$ cat src/rtl/board_input_conditioner.sv
// Board input conditioner: per-input synchroniser and debounce FSM timed by a
// shared prescaler, producing clean levels, edge pulses and sticky pending bits.
module board_input_conditioner #(
  parameter int   NUM_IN       = 4,
  parameter int   SYNC_STAGES  = 2,
  parameter int   TICK_DIV     = 1000,
  parameter int   STABLE_TICKS = 10,
  parameter logic RESET_LEVEL  = 1'b0
) (
  input  logic              clk,
  input  logic              rst,
  input  logic [NUM_IN-1:0] pad_i,
  output logic [NUM_IN-1:0] level_o,
  output logic [NUM_IN-1:0] rise_o,
  output logic [NUM_IN-1:0] fall_o,
  output logic [NUM_IN-1:0] pend_o,
  input  logic [NUM_IN-1:0] clr_i
);

  localparam int PW = $clog2(TICK_DIV);
  localparam int CW = $clog2(STABLE_TICKS + 1);

  typedef enum logic {
    ST_STABLE   = 1'b0,
    ST_CHANGING = 1'b1
  } state_t;

  logic [NUM_IN-1:0] r_sync [SYNC_STAGES];
  logic [PW-1:0]     r_pre;
  state_t            r_state [NUM_IN];
  logic [CW-1:0]     r_cnt [NUM_IN];
  logic [NUM_IN-1:0] r_level;
  logic [NUM_IN-1:0] r_level_d;
  logic [NUM_IN-1:0] r_rise;
  logic [NUM_IN-1:0] r_fall;
  logic [NUM_IN-1:0] r_pend;

  logic [NUM_IN-1:0] w_sync;
  logic              w_tick;

  assign w_sync = r_sync[SYNC_STAGES-1];
  assign w_tick = (r_pre == PW'(TICK_DIV - 1));

  always_ff @(posedge clk or posedge rst) begin
    if (rst) begin
      for (int i = 0; i < SYNC_STAGES; i++)
        r_sync[i] <= {NUM_IN{RESET_LEVEL}};
    end else begin
      r_sync[0] <= pad_i;
      for (int i = 1; i < SYNC_STAGES; i++)
        r_sync[i] <= r_sync[i-1];
    end
  end

  always_ff @(posedge clk or posedge rst) begin
    if (rst) r_pre <= '0;
    else if (w_tick) r_pre <= '0;
    else r_pre <= r_pre + PW'(1);
  end

  // A glitch back to the current level always wins over a tick.
  always_ff @(posedge clk or posedge rst) begin
    if (rst) begin
      r_level <= {NUM_IN{RESET_LEVEL}};
      for (int k = 0; k < NUM_IN; k++) begin
        r_state[k] <= ST_STABLE;
        r_cnt[k]   <= '0;
      end
    end else begin
      for (int k = 0; k < NUM_IN; k++) begin
        unique case (r_state[k])
          ST_STABLE: begin
            if (w_sync[k] != r_level[k]) begin
              r_state[k] <= ST_CHANGING;
              r_cnt[k]   <= '0;
            end
          end
          ST_CHANGING: begin
            if (w_sync[k] == r_level[k]) begin
              r_state[k] <= ST_STABLE;
              r_cnt[k]   <= '0;
            end else if (w_tick) begin
              if (r_cnt[k] == CW'(STABLE_TICKS - 1)) begin
                r_level[k] <= w_sync[k];
                r_state[k] <= ST_STABLE;
                r_cnt[k]   <= '0;
              end else begin
                r_cnt[k] <= r_cnt[k] + CW'(1);
              end
            end
          end
        endcase
      end
    end
  end

  always_ff @(posedge clk or posedge rst) begin
    if (rst) begin
      r_level_d <= {NUM_IN{RESET_LEVEL}};
      r_rise    <= '0;
      r_fall    <= '0;
      r_pend    <= '0;
    end else begin
      r_level_d <= r_level;
      r_rise    <= r_level & ~r_level_d;
      r_fall    <= ~r_level & r_level_d;
      r_pend    <= (r_pend & ~clr_i) | r_rise | r_fall;
    end
  end

  assign level_o = r_level;
  assign rise_o  = r_rise;
  assign fall_o  = r_fall;
  assign pend_o  = r_pend;

endmodule

$ cat config.mk
export PLATFORM = sky130hd
export DESIGN_NAME = board_input_conditioner
export DESIGN_NICKNAME = d
export VERILOG_FILES = /design/src/rtl/board_input_conditioner.sv
export SDC_FILE = /design/constraint.sdc
export NUM_CORES = 1
export LEC_CHECK = 0
export BUFFER_PORTS_ARGS = -buffer_cell sky130_fd_sc_hd__buf_4
export CAP_MARGIN = 20
export CORE_ASPECT_RATIO = 2
export CORE_MARGIN = 3
export CORE_UTILIZATION = 55
export DETAILED_ROUTE_END_ITERATION = 10
export MAX_ROUTING_LAYER = met4
export PLACE_DENSITY = 0.75
export SLEW_MARGIN = 20
export SYNTH_ARGS = -nofsm -noshare
export SYNTH_HDL_FRONTEND = slang
export SYNTH_SLANG_ARGS = --single-unit
$ cat constraint.sdc
create_clock -name clk -period 2.2 [get_ports clk]
set_input_delay 0.44 -clock clk [delete_from_list [all_inputs] [get_ports clk]]
set_output_delay 0.44 -clock clk [all_outputs]
set_load 0.005 [all_outputs]
== Yosys cells after proc, flatten, opt, wreduce, memory -nomap -nowiden ==
Cells that the tools add are included.

* Bits of input ports: 10
* Output and inout port bits: 16
* RAM bits: 0
* Logic and storage cells: 110
* Flip-flop bits (word level): 58
* Memories: 0
* Memory bits (read-only): 0
* Latch bits: 0

* $mul: 0
* Add/sub/neg operators: 5
* Divide/modulo/power cells: 0
* Shift operators: 0
* Reductions and logical operators: 8
* Magnitude comparators: 0
* Bitwise logic cells: 16
* Mux-type cells: 41
* Equality and inequality tests: 21

{| class="wikitable"
|+ Operators by type and width
! cell !! count
|-
| $mux W4 || 16
|-
| $pmux W4 S2 || 4
|-
| $add A4 B1 Y4 const B || 4
|-
| $eq A4 B4 Y1 const B || 4
|-
| $mux W1 || 16
|-
| $reduce_and A4 Y1 || 4
|-
| $and A4 B4 Y4 || 3
|-
| $ne A3 B1 Y1 const B || 4
|-
| $not A4 Y4 || 3
|-
| $add A10 B1 Y10 const B || 1
|-
| $eq A10 B10 Y1 const B || 1
|-
| $mux W10 || 1
|-
| $ne A2 B2 Y1 const B || 4
|-
| $not A1 Y1 || 8
|-
| $or A4 B4 Y4 || 2
|-
| $pmux W1 S2 || 4
|-
| $reduce_and A2 Y1 || 4
|-
| $eq A1 B1 Y1 || 4
|-
| $ne A1 B1 Y1 || 4
|}

== Logic depth before layout (Yosys ltp) ==
* Word-level depth: 5
* Gate-level depth with buffers: 8
* Gate-level depth less buffers: 6

== Worst setup path after synthesis ==
Ideal clock, no wire load.

* Path type: register -> register
* Start point: reg r_pre[0]
* End point: reg r_level[2] (netlist: level_o[2])
* Path slack: 330 ps
* Data arrival time: 1,745 ps
* Setup time: 125 ps
* Period minus slack after synthesis: 1,870 ps
* Stages on the path, launching flop included: 8
* Path buffers: 2
* Data required time: 2,075 ps
* Cells stage by stage: dfrtp_1 > ha_1 > and4b_1 > buf_4 > nand3_4 > buf_6 > or3_4 > mux2_4

* Longest elaborated chain between the ends: 2

{| class="wikitable"
|+ Ends and longest elaborated chain
! what !! line !! RTL
|-
| start: declaration || 29 || <nowiki>logic [PW-1:0] r_pre;</nowiki>
|-
| start signal: assignment || 58 || <nowiki>else r_pre <= r_pre + PW'(1);</nowiki>
|-
| $eq A10 B10 Y1 || 42 || <nowiki>assign w_tick = (r_pre == PW'(TICK_DIV - 1));</nowiki>
|-
| $reduce_and A4 Y1 (no line) || n/a ||
|-
| end signal: assignment || 64 || <nowiki>r_level <= {NUM_IN{RESET_LEVEL}};</nowiki>
|-
| end signal: indexed assignment || 84 || <nowiki>r_level[k] <= w_sync[k];</nowiki>
|-
| end: declaration || 32 || <nowiki>logic [NUM_IN-1:0] r_level;</nowiki>
|}

Every way passes these cells.
A chain may end at the register's enable or synchronous reset.

== Worst setup path after layout ==
* Start point: reg r_pre[0]
* End point: reg r_level[1] (netlist: level_o[1])

Same word-level chain as after synthesis.

==> metrics.txt <==
Die Area 5510 um2; Min Clock Period, post-route 1.87 ns; dpl cells 300; Synth Area in Simple Gates 17.5%; CP Cell Sequence ha_1, and4b_1, nand3_4, or3_1, mux2_1; adder-cell area share of the yosys netlist 4.44%; count of cell types in the netlist 40; I/O pins 26; slowest cell on the critical path dfrtp_1; final RePlAce weighted congestion 0.791; Ys Warns 0; maximum clock rate 0.535 GHz; Required @ worst endpoint 2.41 ns; Post-CTS Setup Bufs 0; mean post-synth cell area 11.4 um2; Mapped Cells 223; Cell Pwr Density 689 nW/um2; critical path arrival 2.08 ns; # setup viols final 0; via density per instance 5.41; worst clock skew 0.00481 ns; DR pass1 iterations 4; Area Overhead vs Synth 17.3%; top-area cell type share of the netlist area 57.2%; hold_ws 0.128 ns; Initial Util 57.9%; count leader, synth dfrtp_1; Worst-Margin Slew 0.478 ns; # H-tree levels 3; largest family of logic cells by synthesized area simple AND/OR/NAND/NOR gates; post-DR wirelength/cell 13.6 um; EDFF count, synth 0; relative slew slack 68.1%; DR iter-0 viols 19; post-CTS sizing 0; Multi-input gate area 976 um2; asr flop ratio synth 100%; die span in y 102 um; clock-pin transition on the worst setup and hold timing paths 0.06 ns; FILL cells 356; Final HPWL DP 3230 um; clk root buf clkbuf_8; crit-path max cell delay 0.39 ns; worst slack, placed 0.354 ns; post-synth net total 242; # hold bufs at CTS 0; Hold/Removal Path Class input port to asynchronous set/reset pin; top cells by count, synth dfrtp_1 (58), nor2_1 (16), inv_1 (13); multiplexer share of the synthesized area 4.68%; FF/Latch Area 1450 um2; largest net degree at the start of global routing 25; Post-DRT Antenna Nets 0; clk_lat worst skew 0.33 ns; I/O Buffers 25; first-pass GRT wire length 7570 um; TritonCTS clock tree yes; top post-synthesis cells by area dfrtp_1 (57%), ha_1 (4.4%), xor2_1 (3.1%), mux2i_1 (2.8%), and2_1 (2.7%); max_cap viols 0; total track usage 19.8%; final setup margin 0.330 ns; kind of critical path flip-flop to flip-flop; Post-synth top flop dfrtp_1; critical path endpoint category flip-flop; remaining global-route overflow 0; core area 4380 um2; Synth area leader dfrtp_1; initial antenna violation count 0; fin crit share 85.0%; Clock Sinks 58; Worst path top cell family by delay simple AND/OR/NAND/NOR gates; final wirelength 4300 um; Final Non-Filler Cells 316; xor/xnor share of the synthesized area 3.45%; end-of-flow core utilization 67.9%; Slew Limit Fails 0; CTS Buf Count 9; Hold Fails Final Rpt 0; RSZ-0062 raised after global routing false; DRC 0; peak supply drop 0.000814 V; CP Max Fanout 6; Synth Area in Compound Gates 8.38%; row cnt 34; Synth Cell Area 2540 um2; Ant. Diodes 0; run status finished, final reports clean; Leakage Power 1.44 nW; Max clock buf depth 2; layout cells sized above 1 20.6%; via count 1,708; buffers and inverters on the worst path 0; vias in the first global route 1,777; startpoint types flip-flop; register bit count reported by yosys 58; Final #Nets 276; TNS Setup 0 ns; Die Wd 54.0 um; sequential fraction of the synthesis area 57.2%
==> cells by family (layout without fill, tap and decap cells) <==
group	after synthesis	after routing
AND/OR/NAND/NOR	77	77
flip-flops	58	58
AO/OA/AOI/OAI	35	35
buffers and inverters	23	62
multiplexers	11	11
XOR/XNOR	10	10
adder cells (fa/ha/maj)	9	9
==> cells in the final DEF, fill, tap and decap left out, drive strengths merged, types with 2 or more instances in the layout <==
master,Yosys,final
mux2,4,4
and3,3,3
a32oi,2,2
a21oi,12,12
mux2i,7,7
buf,5,32
dfrtp,58,58
nand2,7,7
inv,14,14
clkinv,0,4
clkbuf,4,10
o21ai,7,7
nand3,11,11
ha,9,9
nand4,8,8
nor2b,8,8
xor2,9,9
a31oi,2,2
nand3b,3,3
and2,11,11
or3,4,4
nor2,16,16
and4,3,3
o211ai,2,2
o22ai,5,5
==> worst register-to-register path: cells and delay by family, from the launching register on <==
family | cells | cell delay (ns)
fa+ha+maj | 1 | 0.23
mux | 1 | 0.32
flops | 1 | 0.39
simple gates | 3 | 0.81
==> power by group <==
part           internal [mW]  leakage, nW  switching, mW
logic                 0.0234        0.581         0.0389
clock network          0.514       0.0958          0.389
registers               1.08        0.768        0.00689
total                   1.62         1.44          0.434
==> routing by layer <==
layer / track usage [%] / part of all wire, %
met2: 31.6 / 55
met4: 10.4 / 2.7
met3: 7.15 / 4.1
met1: 20.8 / 39
met5: - / 0
==> flip-flops by register name, summed over array words and instances (netlist names) <==
| register | count |
|---|---|
| fall_o | 4 |
| level_o | 4 |
| pend_o | 4 |
| r_cnt | 16 |
| r_level_d | 4 |
| r_pre | 10 |
| r_state | 4 |
| r_sync | 4 |
| rise_o | 4 |
| w_sync | 4 |
==> path summary, 6_finish.rpt <==
path	start	endpoint	slack, ns	depth (start not counted)
max	r_pre[0]	level_o[1]	0.33	5
min	rst	r_cnt[13]	0.13	2
max reg2reg	r_pre[0]	level_o[1]	0.33	5
min reg2reg	r_sync[7]	w_sync[3]	0.35	0
max in group asynchronous	rst	r_pre[2]	1.47	3
min in group clk	pad_i[1]	r_sync[5]	0.21	1
==> stage by stage <==
step	area, um2	power (mW)
detailed placement	2790	1.17
global route	2980	2.15
floorplan	2540	1.14
finish	2980	2.05
global placement	2790	1.17
CTS	2980	2.08
==> area by class of cell <==
cell class | count | area share, %
tap | 54 | 2.27
sequential | 58 | 48.8
inverter | 14 | 1.85
timing repair buffer | 32 | 8.07
clock buffer | 10 | 4.29
clock inverter | 6 | 1.93
multi-input combinational | 142 | 32.8
(Power assumes the default switching activity.)
